`src/rtl/mm_result_collector.sv`:
```
// mm_result_collector: captures signed results from the matrix-multiply
// engine into a row-major buffer. It tracks the row/column of the next
// result, keeps a wrapping checksum and flags count or ordering errors
// against the dimensions announced at start. A registered read port returns
// stored words; addresses that have not been written yet read as zero.
//
// Handshake: wr_valid is a one-cycle strobe with no back-pressure. Each
// cycle with wr_valid high offers one word on wr_data. The word is taken
// only in COLLECT, and only when start is low in the same cycle.
module mm_result_collector #(
    parameter int DW = 40,
    parameter int AW = 6,
    parameter int CW = 48
) (
    input  logic          clk,
    input  logic          reset,
    input  logic          start,
    input  logic [19:0]   rows,
    input  logic [19:0]   cols,
    input  logic          wr_valid,
    input  logic [DW-1:0] wr_data,
    input  logic          mm_finish,
    input  logic [AW-1:0] rd_addr,
    output logic [DW-1:0] rd_data,
    output logic [19:0]   row_idx,
    output logic [19:0]   col_idx,
    output logic [AW:0]   count,
    output logic [CW-1:0] checksum,
    output logic          done,
    output logic          err,
    output logic [1:0]    err_code,
    output logic [1:0]    dbg_state_o
);

    typedef enum logic [1:0] {
        ST_IDLE    = 2'd0,
        ST_COLLECT = 2'd1,
        ST_DONE    = 2'd2,
        ST_ERROR   = 2'd3
    } state_e;

    localparam int          PW    = 40;
    localparam logic [PW-1:0] DEPTH = PW'(2 ** AW);

    state_e          state_q,    state_d;
    logic [19:0]     cols_q,     cols_d;
    logic [PW-1:0]   total_q,    total_d;
    logic [19:0]     row_idx_q,  row_idx_d;
    logic [19:0]     col_idx_q,  col_idx_d;
    logic [AW:0]     count_q,    count_d;
    logic [CW-1:0]   checksum_q, checksum_d;
    logic [1:0]      err_code_q, err_code_d;
    logic [DW-1:0]   rd_data_q,  rd_data_d;
    logic            wr_en;

    logic [DW-1:0]   mem [2**AW];

    logic [PW-1:0]   start_prod;
    logic            start_bad;
    logic [AW:0]     count_inc;
    logic            last_col;
    logic            wr_last;
    logic [CW-1:0]   wr_sext;

    // Derived values for start checking and for the write path.
    always_comb begin
        start_prod = PW'(rows) * PW'(cols);
        start_bad  = (rows == 20'd0) || (cols == 20'd0) || (start_prod > DEPTH);
        count_inc  = count_q + 1'b1;
        last_col   = (col_idx_q == (cols_q - 20'd1));
        wr_last    = (PW'(count_inc) == total_q);
        wr_sext    = {{(CW-DW){wr_data[DW-1]}}, wr_data};
    end

    // Next-state logic. start overrides every other event in the same cycle.
    always_comb begin
        state_d    = state_q;
        cols_d     = cols_q;
        total_d    = total_q;
        row_idx_d  = row_idx_q;
        col_idx_d  = col_idx_q;
        count_d    = count_q;
        checksum_d = checksum_q;
        err_code_d = err_code_q;
        wr_en      = 1'b0;
        if (start) begin
            cols_d     = cols;
            total_d    = start_prod;
            row_idx_d  = '0;
            col_idx_d  = '0;
            count_d    = '0;
            checksum_d = '0;
            if (start_bad) begin
                state_d    = ST_ERROR;
                err_code_d = 2'd1;
            end else begin
                state_d    = ST_COLLECT;
                err_code_d = 2'd0;
            end
        end else begin
            case (state_q)
                ST_COLLECT: begin
                    if (wr_valid) begin
                        wr_en      = 1'b1;
                        count_d    = count_inc;
                        checksum_d = checksum_q + wr_sext;
                        if (last_col) begin
                            col_idx_d = '0;
                            row_idx_d = row_idx_q + 20'd1;
                        end else begin
                            col_idx_d = col_idx_q + 20'd1;
                        end
                    end
                    // A finish together with the final write is a clean finish.
                    if (wr_valid && wr_last) begin
                        state_d = ST_DONE;
                    end else if (mm_finish) begin
                        state_d    = ST_ERROR;
                        err_code_d = 2'd2;
                    end
                end
                ST_DONE: begin
                    if (wr_valid) begin
                        state_d    = ST_ERROR;
                        err_code_d = 2'd3;
                    end
                end
                default: begin
                end
            endcase
        end
    end

    // Readback selects the stored word. It uses the count from before any
    // write in the same cycle, so an address that is still empty reads as 0.
    always_comb begin
        rd_data_d = '0;
        if ({1'b0, rd_addr} < count_q) begin
            rd_data_d = mem[rd_addr];
        end
    end

    // Control and status registers.
    always_ff @(posedge clk or negedge reset) begin
        if (!reset) begin
            state_q    <= ST_IDLE;
            cols_q     <= '0;
            total_q    <= '0;
            row_idx_q  <= '0;
            col_idx_q  <= '0;
            count_q    <= '0;
            checksum_q <= '0;
            err_code_q <= '0;
            rd_data_q  <= '0;
        end else begin
            state_q    <= state_d;
            cols_q     <= cols_d;
            total_q    <= total_d;
            row_idx_q  <= row_idx_d;
            col_idx_q  <= col_idx_d;
            count_q    <= count_d;
            checksum_q <= checksum_d;
            err_code_q <= err_code_d;
            rd_data_q  <= rd_data_d;
        end
    end

    // Result buffer. It has no reset because its contents are undefined
    // until written.
    always_ff @(posedge clk) begin
        if (wr_en) begin
            mem[count_q[AW-1:0]] <= wr_data;
        end
    end

    assign rd_data     = rd_data_q;
    assign row_idx     = row_idx_q;
    assign col_idx     = col_idx_q;
    assign count       = count_q;
    assign checksum    = checksum_q;
    assign done        = (state_q == ST_DONE);
    assign err         = (state_q == ST_ERROR);
    assign err_code    = err_code_q;
    assign dbg_state_o = state_q;

endmodule

```
`config.mk`:
```
export PLATFORM = sky130hd
export DESIGN_NAME = mm_result_collector
export DESIGN_NICKNAME = d
export VERILOG_FILES = /design/src/rtl/mm_result_collector.sv
export SDC_FILE = /design/constraint.sdc
export NUM_CORES = 2
export LEC_CHECK = 0
export CAP_MARGIN = 20
export CORE_UTILIZATION = 40
export DETAILED_ROUTE_END_ITERATION = 10
export GPL_ROUTABILITY_DRIVEN = 0
export PLACE_DENSITY = 0.66
export REMOVE_ABC_BUFFERS = 1
export SLEW_MARGIN = 20
export SYNTH_ARGS = -nofsm -noshare
export SYNTH_HDL_FRONTEND = slang
export SYNTH_SLANG_ARGS = --single-unit
export TNS_END_PERCENT = 100
```
`constraint.sdc`:
```
create_clock -name clk -period 10 [get_ports clk]
set_input_delay 1 -clock clk [delete_from_list [all_inputs] [get_ports clk]]
set_output_delay 1 -clock clk [all_outputs]
set_load 0.005 [all_outputs]
```
==> impl_metrics.env <==
export IMPL_via_per_inst=5.82
export IMPL_p_leak_nw=47.3
export IMPL_crit_family="adder cells"
export IMPL_place_area_um2=130000
export IMPL_cp_slowest_stage_delay_ns=0.89
export IMPL_core_area_um2=304000
export IMPL_cts_clk_slew_worst_paths_ns=0.08
export IMPL_fin_hold_ws_ns=0.0451
export IMPL_topRoutingLayerUsed="met5"
export IMPL_cts_sinks=2759
export IMPL_synth_cell_types=80
export IMPL_report_final_slew_viol_count=0
export IMPL_first_iter_violations=7992
export IMPL_ant_nets=0
export IMPL_rr_worst_depth=12
export IMPL_r2r_end="checksum[45]"
export IMPL_layout_common_cells="edfxtp_1, mux4_2, inv_1"
export IMPL_dr_wl_met3_mm=30.0
export IMPL_rows=202
export IMPL_crit_chain="clkdlybuf4s50_1 -> and2_1 -> fa_1 -> fa_1 -> inv_1 -> fa_1 -> inv_1 -> fa_1 -> fa_1 -> fa_1 -> inv_1 -> fa_1 -> inv_1 -> ha_1 -> a21o_1 -> a2111oi_0 -> o21ai_0 -> nand2_1 -> xnor2_1 -> or4_1 -> a2111oi_0 -> nand4_1 -> nor4_1 -> o22ai_1"
export IMPL_netlist_area_um2=122000
export IMPL_fin_total_pwr_mw=36.0
export IMPL_antenna_found_initial=12
export IMPL_synth_avg_cell_area_um2=18.8
export IMPL_drc=0
export IMPL_setup_tns_ns=0
export IMPL_cts_tree="yes"
export IMPL_final_cell_area_um2=140000
export IMPL_cts_hold_buffers_added=0
export IMPL_synth_top_area_share=0.628
export IMPL_synth_area_leaders="edfxtp_1, mux4_2, fa_1, dfrtp_1, ha_1"
export IMPL_worstPathRequired_ns=10.73
export IMPL_crit_type="primary input to register"
export IMPL_final_common_cell="edfxtp_1"
export IMPL_max_slew_margin_rel=0.161
export IMPL_skew_ns=0.0898
export IMPL_dp_hpwl_mm=191
export IMPL_max_freq_mhz=111
export IMPL_slowest_stage="clkdlybuf4s50_1"
export IMPL_path_depth=24
export IMPL_boundaryPins=232
export IMPL_drt_pass1_iterations=6
export IMPL_crit_arrival_ns=9.70
export IMPL_yosys_warnings=0
export IMPL_grt_max_degree=142
export IMPL_nets=7518
export IMPL_crit_top_cell="fa_1"
export IMPL_p_per_area_nw_per_um2=257
export IMPL_first_global_vias=66400
export IMPL_grt_pass1_wl_mm=480
export IMPL_ctsLongestPathBuffers=4
export IMPL_syn_inst=6521
export IMPL_h_tree_depth=5
export IMPL_vias=65300
export IMPL_wirelength_met1_mm=132
export IMPL_critical_path_startpoint_type="primary input"
export IMPL_synth_edf_count=2560
export IMPL_ys_flop_type="edfxtp_1"
export IMPL_period_share=0.897
export IMPL_end_kind="register"
export IMPL_area_growth_pct=14.3
export IMPL_critPathLaunch="rows[11]"
export IMPL_numPortBuffers=231
export IMPL_async_flop_share=0.0721
export IMPL_r2r_start="checksum[7]"
export IMPL_postCtsSetupRepairBufs=0
export IMPL_yosys_register_bits=2759
export IMPL_root_buffer="clkbuf_16"
export IMPL_start_util=0.403
export IMPL_die_h_um=555
export IMPL_setup_viol=0
export IMPL_min_path_type="primary input to async pin"
export IMPL_rsz0062_at_grt="false"
export IMPL_wl_met2_mm=161
export IMPL_worst_slew_pin_slew_ns=1.23
export IMPL_post_drt_wl_per_cell_um=29.9
export IMPL_r2r_setup_slack_ns=4.96
export IMPL_hold_viol=0
export IMPL_synth_area_leader_cell="edfxtp_1"
export IMPL_ctsResizeCount=0
export IMPL_status="finished, final reports clean"
export IMPL_crit_buf_inv=5
export IMPL_drv_cap=0
export IMPL_cp_max_fo=17
export IMPL_yosysSeqAreaShare=0.669
export IMPL_grt_usage=0.217
export IMPL_clkLatencyLatePin_ns=0.91
export IMPL_min_period_ns=8.97
export IMPL_ir_drop_mv=0.849
export IMPL_routed_wl_mm=336
export IMPL_numCtsBuffers=292
export IMPL_die_area_um2=308000
export IMPL_crit_end="err_code[0]"
export IMPL_drive_above_1_share=0.231
export IMPL_grt_overflow=0
export IMPL_die_w_um=555
report_power, final:
group	leakage [nW]	switching, mW	internal [mW]	total (mW)
logic	17.1	7.48	4.94	12.4
registers	25.6	0.0687	12.8	12.8
clock network	4.61	4.57	6.18	10.8
logic make-up (layout without fill, tap and decap cells):
family / after synthesis / after routing / synth area share
buffers and inverters: 738 / 1343 / 0.0229
flip-flops: 2759 / 2759 / 0.669
XOR/XNOR: 122 / 122 / 0.00873
adder cells (fa/ha/maj): 527 / 527 / 0.0736
AO/OA/AOI/OAI: 441 / 441 / 0.0230
multiplexers: 893 / 893 / 0.159
other: 0 / 10 / 0
AND/OR/NAND/NOR: 1041 / 1041 / 0.0435
layer usage:
layer | vias up | GRT usage
met5 | - | 0
met4 | 4 | 0.0745
met3 | 554 | 0.0383
met2 | 3328 | 0.349
met1 | 35100 | 0.298
li1 | 26300 | -
synthesized netlist by cell type, types with 19 or more instances:
master,instances
nand3_1,55
edfxtp_1,2560
mux2_2,47
nand4_1,28
and3_1,33
buf_1,48
nor4_1,29
o21ai_0,93
fa_1,321
nand2_1,319
nor3_1,28
a21o_1,48
mux4_2,840
xnor2_1,76
and2_1,237
xor2_1,46
a21oi_1,140
inv_1,392
clkbuf_1,289
nor2_1,165
or3_1,19
ha_1,206
dfrtp_1,199
nor2b_1,56
flip-flops by register name, summed over array words and instances, names as in the netlist:
signal,cells
mem,2560
checksum,48
rd_data,40
total_q,40
col_idx,20
cols_q,20
row_idx,20
count,7
dbg_state_o,2
err_code,2
layout make-up:
cell class / count / area [um^2]
clock inverters: 149 / 1570
well taps: 4080 / 5100
repair buffers: 431 / 3790
fillers: 25300 / 164000
flip-flops and latches: 2759 / 81900
inverters: 392 / 1470
multi-input cells: 3024 / 38200
diodes: 10 / 25.0
clock buffers: 371 / 7860
how the worst min path moves through the flow:
| stage | startpoint | end | slack (ns) |
|---|---|---|---|
| floorplan | total_q[39] | total_q[39] | 0.45 |
| global placement | total_q[38] | total_q[38] | 0.46 |
| detailed placement | total_q[38] | total_q[38] | 0.47 |
| CTS | reset | checksum[22] | 0.02 |
| global route | reset | checksum[11] | 0.06 |
| finish | reset | checksum[16] | 0.05 |
through the flow:
stage / instances / setup WS (ns) / utilization
3_5_place_dp: 10700 / 0.348 / 0.430
4_1_cts: 11200 / 1.29 / 0.461
5_1_grt: 11200 / 0.756 / 0.461
3_3_place_gp: 10700 / 0.426 / 0.429
6_report: 11200 / 1.03 / 0.461
2_1_floorplan: 6175 / 2.48 / -
Note: power is estimated with default switching activity, not from simulation.
